### src/rtl/stopwatch_pkg.sv
// stopwatch_pkg -- shared types, constants and BCD helpers for stopwatch_core.
//   BCD_W / DIGITS : display digit width and count (6 nibbles: mm:ss.cc)
//   sw_state_e     : IDLE / RUN / PAUSE state encoding
//   time_inc()     : one-centisecond BCD increment with carries
//   max_time()     : BCD value of MAX_MIN:59.99
package stopwatch_pkg;

    localparam int unsigned BCD_W    = 4;
    localparam int unsigned DIGITS   = 6;
    localparam int unsigned DISP_W   = BCD_W * DIGITS;
    localparam int unsigned DB_CNT_W = 4;

    typedef enum logic [1:0] {
        ST_IDLE  = 2'd0,
        ST_RUN   = 2'd1,
        ST_PAUSE = 2'd2
    } sw_state_e;

    typedef logic [BCD_W-1:0]  bcd_t;
    typedef logic [DISP_W-1:0] sw_time_t;

    // Roll-over value of each digit: {min_t, min_o, sec_t, sec_o, cs_t, cs_o}.
    localparam sw_time_t DIGIT_LIMIT = {4'd9, 4'd9, 4'd5, 4'd9, 4'd9, 4'd9};

    // Ripple a +1 through the digits; a digit at or above its limit wraps to
    // zero, so an illegal nibble can never persist.
    function automatic sw_time_t time_inc(input sw_time_t t);
        sw_time_t r;
        logic     carry;
        bcd_t     d;
        bcd_t     lim;
        r     = t;
        carry = 1'b1;
        for (int unsigned i = 0; i < DIGITS; i++) begin
            d   = t[i*BCD_W +: BCD_W];
            lim = DIGIT_LIMIT[i*BCD_W +: BCD_W];
            if (carry) begin
                if (d >= lim) begin
                    r[i*BCD_W +: BCD_W] = '0;
                end else begin
                    r[i*BCD_W +: BCD_W] = d + bcd_t'(1);
                    carry = 1'b0;
                end
            end
        end
        return r;
    endfunction

    function automatic sw_time_t max_time(input int unsigned max_min);
        return {bcd_t'(max_min / 10), bcd_t'(max_min % 10),
                4'd5, 4'd9, 4'd9, 4'd9};
    endfunction

endpackage

### src/rtl/sw_debounce.sv
// sw_debounce -- tick-sampled push-button debouncer with press-edge detect.
// Ports:
//   clk    : system clock
//   rst_n  : asynchronous active-low reset
//   tick   : one-cycle sample strobe
//   btn    : raw, bouncy, asynchronous button (active-high)
//   press  : one-cycle pulse on an accepted 0->1 level change; it is
//            combinational from tick so it always coincides with a tick
module sw_debounce
    import stopwatch_pkg::*;
#(
    parameter int unsigned DB_TICKS = 3
) (
    input  logic clk,
    input  logic rst_n,
    input  logic tick,
    input  logic btn,
    output logic press
);

    localparam logic [DB_CNT_W-1:0] LAST = DB_CNT_W'(DB_TICKS - 1);

    logic [1:0]          btn_sync;
    logic                level;
    logic [DB_CNT_W-1:0] cnt;
    logic                differ;
    logic                accept;

    // cnt counts consecutive tick samples that disagree with the accepted
    // level; any agreeing sample restarts the run.
    always_comb begin
        differ = (btn_sync[1] != level);
        accept = tick && differ && (cnt == LAST);
        press  = accept && btn_sync[1];
    end

    always_ff @(posedge clk or negedge rst_n) begin
        if (!rst_n) begin
            btn_sync <= '0;
            level    <= 1'b0;
            cnt      <= '0;
        end else begin
            btn_sync <= {btn_sync[0], btn};
            if (tick) begin
                if (!differ) begin
                    cnt <= '0;
                end else if (accept) begin
                    level <= btn_sync[1];
                    cnt   <= '0;
                end else begin
                    cnt <= cnt + 1'b1;
                end
            end
        end
    end

endmodule

### src/rtl/stopwatch_core.sv
// stopwatch_core -- mm:ss.cc BCD stopwatch with start/stop and lap/clear.
// Ports:
//   clk_50MHz : system clock (only clock)
//   rst_n     : asynchronous active-low reset
//   clk_100Hz : 100 Hz square wave, sampled as data
//   btn_start : raw start/stop button
//   btn_lap   : raw lap/clear button
//   disp_bcd  : {min_t,min_o,sec_t,sec_o,cs_t,cs_o}, registered
//   running   : high while in RUN, registered
//   lap_hold  : display frozen on the captured lap value
//   ovf       : sticky, count reached MAX_MIN:59.99
// Build option: define STOPWATCH_LAP_EN to include the lap register; without
// it lap_hold is tied low and lap presses in RUN are ignored.
module stopwatch_core
    import stopwatch_pkg::*;
#(
    parameter int unsigned DB_TICKS = 3,
    parameter int unsigned MAX_MIN  = 59
) (
    input  logic              clk_50MHz,
    input  logic              rst_n,
    input  logic              clk_100Hz,
    input  logic              btn_start,
    input  logic              btn_lap,
    output logic [DISP_W-1:0] disp_bcd,
    output logic              running,
    output logic              lap_hold,
    output logic              ovf
);

    localparam sw_time_t MAX_TIME = max_time(MAX_MIN);

    logic [2:0] hz_sync;
    logic       tick;
    logic       start_press;
    logic       lap_press;
    sw_state_e  state_q;
    sw_state_e  state_d;
    sw_time_t   count_q;
    sw_time_t   count_d;
    sw_time_t   shown;
    logic       ovf_d;

    // Two synchroniser flops plus one history flop; tick is registered so it
    // appears three clocks after the 100 Hz rising edge.
    always_ff @(posedge clk_50MHz or negedge rst_n) begin
        if (!rst_n) begin
            hz_sync <= '0;
            tick    <= 1'b0;
        end else begin
            hz_sync <= {hz_sync[1:0], clk_100Hz};
            tick    <= hz_sync[1] & ~hz_sync[2];
        end
    end

    sw_debounce #(.DB_TICKS(DB_TICKS)) u_db_start (
        .clk   (clk_50MHz),
        .rst_n (rst_n),
        .tick  (tick),
        .btn   (btn_start),
        .press (start_press)
    );

    sw_debounce #(.DB_TICKS(DB_TICKS)) u_db_lap (
        .clk   (clk_50MHz),
        .rst_n (rst_n),
        .tick  (tick),
        .btn   (btn_lap),
        .press (lap_press)
    );

`ifdef STOPWATCH_LAP_EN
    sw_time_t lap_q;
    sw_time_t lap_d;
    logic     hold_d;
`endif

    // Counting and transitions both look at the pre-transition state; a
    // start press wins over a lap press in the same cycle.
    always_comb begin
        state_d = state_q;
        count_d = count_q;
        ovf_d   = ovf;
`ifdef STOPWATCH_LAP_EN
        lap_d   = lap_q;
        hold_d  = lap_hold;
`endif
        case (state_q)
            ST_IDLE: begin
                if (start_press) state_d = ST_RUN;
            end
            ST_RUN: begin
                if (tick) begin
                    if (count_q == MAX_TIME) begin
                        ovf_d   = 1'b1;
                        state_d = ST_PAUSE;
                    end else begin
                        count_d = time_inc(count_q);
                    end
                end
                if (start_press) begin
                    state_d = ST_PAUSE;
                end
`ifdef STOPWATCH_LAP_EN
                else if (lap_press) begin
                    hold_d = ~lap_hold;
                    if (!lap_hold) lap_d = count_q;
                end
`endif
            end
            ST_PAUSE: begin
                if (start_press) begin
                    state_d = ST_RUN;
                end else if (lap_press) begin
                    state_d = ST_IDLE;
                    count_d = '0;
                    ovf_d   = 1'b0;
`ifdef STOPWATCH_LAP_EN
                    hold_d  = 1'b0;
`endif
                end
            end
            default: state_d = ST_IDLE;
        endcase
    end

    always_ff @(posedge clk_50MHz or negedge rst_n) begin
        if (!rst_n) begin
            state_q  <= ST_IDLE;
            count_q  <= '0;
            ovf      <= 1'b0;
            running  <= 1'b0;
            disp_bcd <= '0;
        end else begin
            state_q  <= state_d;
            count_q  <= count_d;
            ovf      <= ovf_d;
            running  <= (state_d == ST_RUN);
            disp_bcd <= shown;
        end
    end

`ifdef STOPWATCH_LAP_EN
    always_ff @(posedge clk_50MHz or negedge rst_n) begin
        if (!rst_n) begin
            lap_q    <= '0;
            lap_hold <= 1'b0;
        end else begin
            lap_q    <= lap_d;
            lap_hold <= hold_d;
        end
    end

    always_comb shown = lap_hold ? lap_q : count_q;
`else
    always_comb begin
        lap_hold = 1'b0;
        shown    = count_q;
    end
`endif

endmodule

### config.mk
export PLATFORM = sky130hd
export DESIGN_NAME = stopwatch_core
export DESIGN_NICKNAME = d
export VERILOG_FILES = /design/src/rtl/stopwatch_pkg.sv /design/src/rtl/sw_debounce.sv /design/src/rtl/stopwatch_core.sv
export SDC_FILE = /design/constraint.sdc
export NUM_CORES = 1
export LEC_CHECK = 0
export CAP_MARGIN = 15
export CORE_ASPECT_RATIO = 2
export CORE_UTILIZATION = 55
export CTS_BUF_LIST = sky130_fd_sc_hd__clkbuf_8
export DETAILED_ROUTE_END_ITERATION = 8
export PLACE_DENSITY = 0.79
export SETUP_SLACK_MARGIN = 0.2
export SYNTH_ARGS = -nofsm -noshare
export SYNTH_HDL_FRONTEND = slang
export SYNTH_SLANG_ARGS = --single-unit
### constraint.sdc
create_clock -name clk_50MHz -period 3 [get_ports clk_50MHz]
set_clock_uncertainty 0.1 [all_clocks]
set_input_delay 0.45 -clock clk_50MHz [delete_from_list [all_inputs] [get_ports clk_50MHz]]
set_output_delay 0.45 -clock clk_50MHz [all_outputs]
set_load 0.005 [all_outputs]
==> results.md <==
* Seq cells post-synth at 70
* First-pass GRT wire length at 10350 um
* Tot GR Track Use at 22.28%
* Max cap viols at 0
* Mean number of vias per cell at 6.116
* Diodes inserted at 0
* WP buf/inv at 1
* Postcts setup bufs at 0
* Worst Tran Pin Value at 1.012 ns
* Worst Reg2Reg Path Length in Cells at 7
* RSZ-0062 raised after global routing: no
* Leakage at 1.749 nW
* Pwr per Cell Area at 785.7 mW/mm2
* Iteration-0 DRC count of the detailed router at 70
* Crit-path leading delay family: simple AND/OR/NAND/NOR gates
* Routed via count at 2318
* Worst path slowest cell: or3b_1
* Total die area at 0.006198 mm2
* Tightest Hold Check Type: in -> async
* Synth warnings at 0
* EDFF count, synth at 0
* Arrival time at the worst endpoint at 2.77 ns
* Clock power share at 32.9%
* Area growth syn-to-layout at 20.31%
* Ys async rst share at 100.0%
* I/O pin cnt at 32
* Flop pwr share at 43.3%
* Port buffer count at 30
* Total power draw at 3.051 mW
* DRC at 0
* Min Hold Slack at 0.03419 ns
* CP Class: reg -> reg
* 1st-pass router iterations at 4
* Die height at 110.3 um
* Logic gate share of total power at 23.7%
* Detail Route Antenna Nets at 0
* Met3 usage at 4.551%
* Slew Limit Headroom at 31.70%
* Startpoint Class: flop
* Final setup viols at 0
* Slew Viols, Final at 0
* Vias in the first global route at 2307
* Initial core utilization at 57.03%
* Worst R2R Setup Slack at 0.36 ns
* Cells after Synth at 274
* Mapped cell area at 0.003228 mm2
* Net Count, Synth at 301
* Reg-to-Reg Start: u_db_start.cnt[0]$_DFFE_PN0P_
* Nets@finish at 340
* Final RePlAce weighted congestion at 0.8230
* Worst-path clk slew at 0.07 ns
* Placed insts at 363
* Met2 usage at 38.27%
* CP cell instances: inv_1, ha_1, nand4bb_1, or3b_1, a32o_1, o21ai_2, mux2_2
* Sequential share of the synthesized area at 54.26%
* Syn Area/Cell at 11.78 um2
* Share of cells above drive strength 1 at 12.26%
* Final Hold Viols at 0
* Net Sw Power at 0.8636 mW
* Routed len/inst at 16.31 um
* Num CTS Buffers at 9
* Worst Setup End Kind: flop
* Routed WL at 6181 um
* Tcrit/Tclk final at 87.86%
* VDD IR max at 0.0006480 V
* Root buf cell: clkbuf_8
* Setup TNS at 0 ns
* Worst Path Max Fanout at 10
* Worst-skew pair later-pin latency at 0.35 ns
* Sw Ratio at 28.30%
* Die width at 56.17 um
* Final min period at 2.636 ns
* Synth cell types at 58
* HPWL Detailed at 4398 um
* H-tree Lvls at 3
* P_int at 2.188 mW
* Worst r2r dst: count_q[12]$_DFFE_PN0P_
* CTS tree: done
* Grt ovf at 0
* Outcome: completed
* Main synth FF type: dfrtp_1
* Core Rows at 39
* Clock tree buffer depth at 2
* Placeable core area at 0.005660 mm2
* Initial antenna violation count at 0
* Crit path largest cell delay at 0.54 ns
* M1 GR Usage at 23.66%
* Most used routing layer in global routing: met2
* CTS Sinks at 70
* Largest net degree at the start of global routing at 41
* Final Non-Filler Cells at 379
* Req. time, crit path at 3.14 ns
* Fmax achieved at 379.4 MHz
## layout by cell type, fill, tap and decap left out, types with 6 or more instances in the layout
cell type        count
o21ai_0             11
inv_1               22
nor2_1               6
o22ai_1              6
dfrtp_1             70
clkdlybuf4s50_1     29
nand2b_1             8
nand2_1             11
clkbuf_8            10
ha_1                22
nand3_1             12
## Yosys cell counts (4+ instances only)
| library cell | n | share of area, % |
|---|---|---|
| dfrtp_1 | 70 | 54 |
| ha_1 | 22 | 8.5 |
| inv_1 | 22 | 2.6 |
| nand3_1 | 12 | 1.9 |
| nand2_1 | 11 | 1.3 |
| o21ai_0 | 11 | 1.7 |
| nand2b_1 | 8 | 1.6 |
| nor2_1 | 6 | 0.70 |
| o22ai_1 | 6 | 1.2 |
| mux2_2 | 5 | 1.7 |
| nor2b_1 | 5 | 0.97 |
| o31ai_1 | 5 | 1.2 |
| or3b_2 | 5 | 1.4 |
| a211oi_1 | 4 | 0.93 |
| a21o_1 | 4 | 0.93 |
| a21oi_1 | 4 | 0.62 |
| a22o_1 | 4 | 1.1 |
| mux2i_1 | 4 | 1.2 |
| nand4_1 | 4 | 0.78 |
| nor3_1 | 4 | 0.62 |
## how the worst max path moves through the flow
stage | cells past startpoint | start | end
2_1_floorplan | 7 | count_q[5]$_DFFE_PN0P_ | count_q[16]$_DFFE_PN0P_
3_3_place_gp | 8 | count_q[5]$_DFFE_PN0P_ | count_q[16]$_DFFE_PN0P_
3_5_place_dp | 8 | u_db_start.cnt[0]$_DFFE_PN0P_ | count_q[19]$_DFFE_PN0P_
4_1_cts | 8 | u_db_start.cnt[0]$_DFFE_PN0P_ | count_q[19]$_DFFE_PN0P_
5_1_grt | 7 | count_q[4]$_DFFE_PN0P_ | count_q[16]$_DFFE_PN0P_
6_report | 7 | u_db_start.cnt[0]$_DFFE_PN0P_ | count_q[12]$_DFFE_PN0P_
## per-stage QoR
stage,instance area [um2],setup WS [ns],util [%]
finish,3884,0.3643,68.61
global route,3884,0.2088,68.61
CTS,3876,0.3058,68.48
detailed placement,3606,0.3346,63.70
global placement,3606,0.4171,63.70
floorplan,3228,0.6707,-
## state kept, by name (all words and copies together), names as in the netlist
| name | cells |
|---|---|
| u_db_lap.cnt | 4 |
| tick | 1 |
| running | 1 |
| u_db_lap.level | 1 |
| state_q | 2 |
| u_db_start.btn_sync | 2 |
| u_db_start.cnt | 4 |
| hz_sync | 3 |
| count_q | 24 |
| u_db_start.level | 1 |
| ovf | 1 |
| u_db_lap.btn_sync | 2 |
| disp_bcd | 24 |
## power groups by stage
| stage | logic (mW) | registers (mW) | clock network [mW] |
|---|---|---|---|
| after floorplan | 0.440 | 1.30 | 0 |
| after global placement | 0.700 | 1.33 | 0 |
| after detailed placement | 0.722 | 1.34 | 0 |
| after CTS | 0.728 | 1.32 | 1.03 |
| after global routing | 0.815 | 1.36 | 1.07 |
| final | 0.724 | 1.32 | 1.00 |
## worst register-to-register path, delay by kind of cell, from the launching register on
family | cells | cell delay (ns)
buffers and inverters | 1 | 0.12
and+or+nand+nor | 2 | 0.69
AOI/OAI and AO/OA | 2 | 0.64
adders and majority gates | 1 | 0.19
DFF | 1 | 0.42
muxes | 1 | 0.36
## layer usage
layer	part of all wire, %	up-vias
li1	-	1079
met5	0	-
met4	4.1	0
met3	3.4	22
met1	39	1155
met2	53	62
## repair_timing
item,in CTS,in global routing
endpoints found under the setup margin,0,6
hold buffers,0,0
gates resized for setup,0,1
## logic make-up (layout without fill, tap and decap cells)
logic type               after synthesis  in the layout  synth area share [%]
AND/OR/NAND/NOR                       77             77                 14.88
buffers and inverters                 29             73                 3.915
AO/OA/AOI/OAI                         64             64                 14.77
flip-flops                            70             70                 54.26
adder cells (fa/ha/maj)               22             22                 8.527
XOR/XNOR                               2              2                0.5427
other                                  1              1                0.1162
multiplexers                           9              9                 2.984
## final cells by class
type / instances / area [um2]
clock buffer: 10 / 137.6
timing repair buffer: 35 / 345.3
fill: 420 / 1777
sequential: 70 / 1752
clock inverter: 6 / 132.6
tap: 61 / 76.32
inverter: 22 / 82.58
multi-input combinational: 175 / 1358
Power figures use the tool's default switching activity.
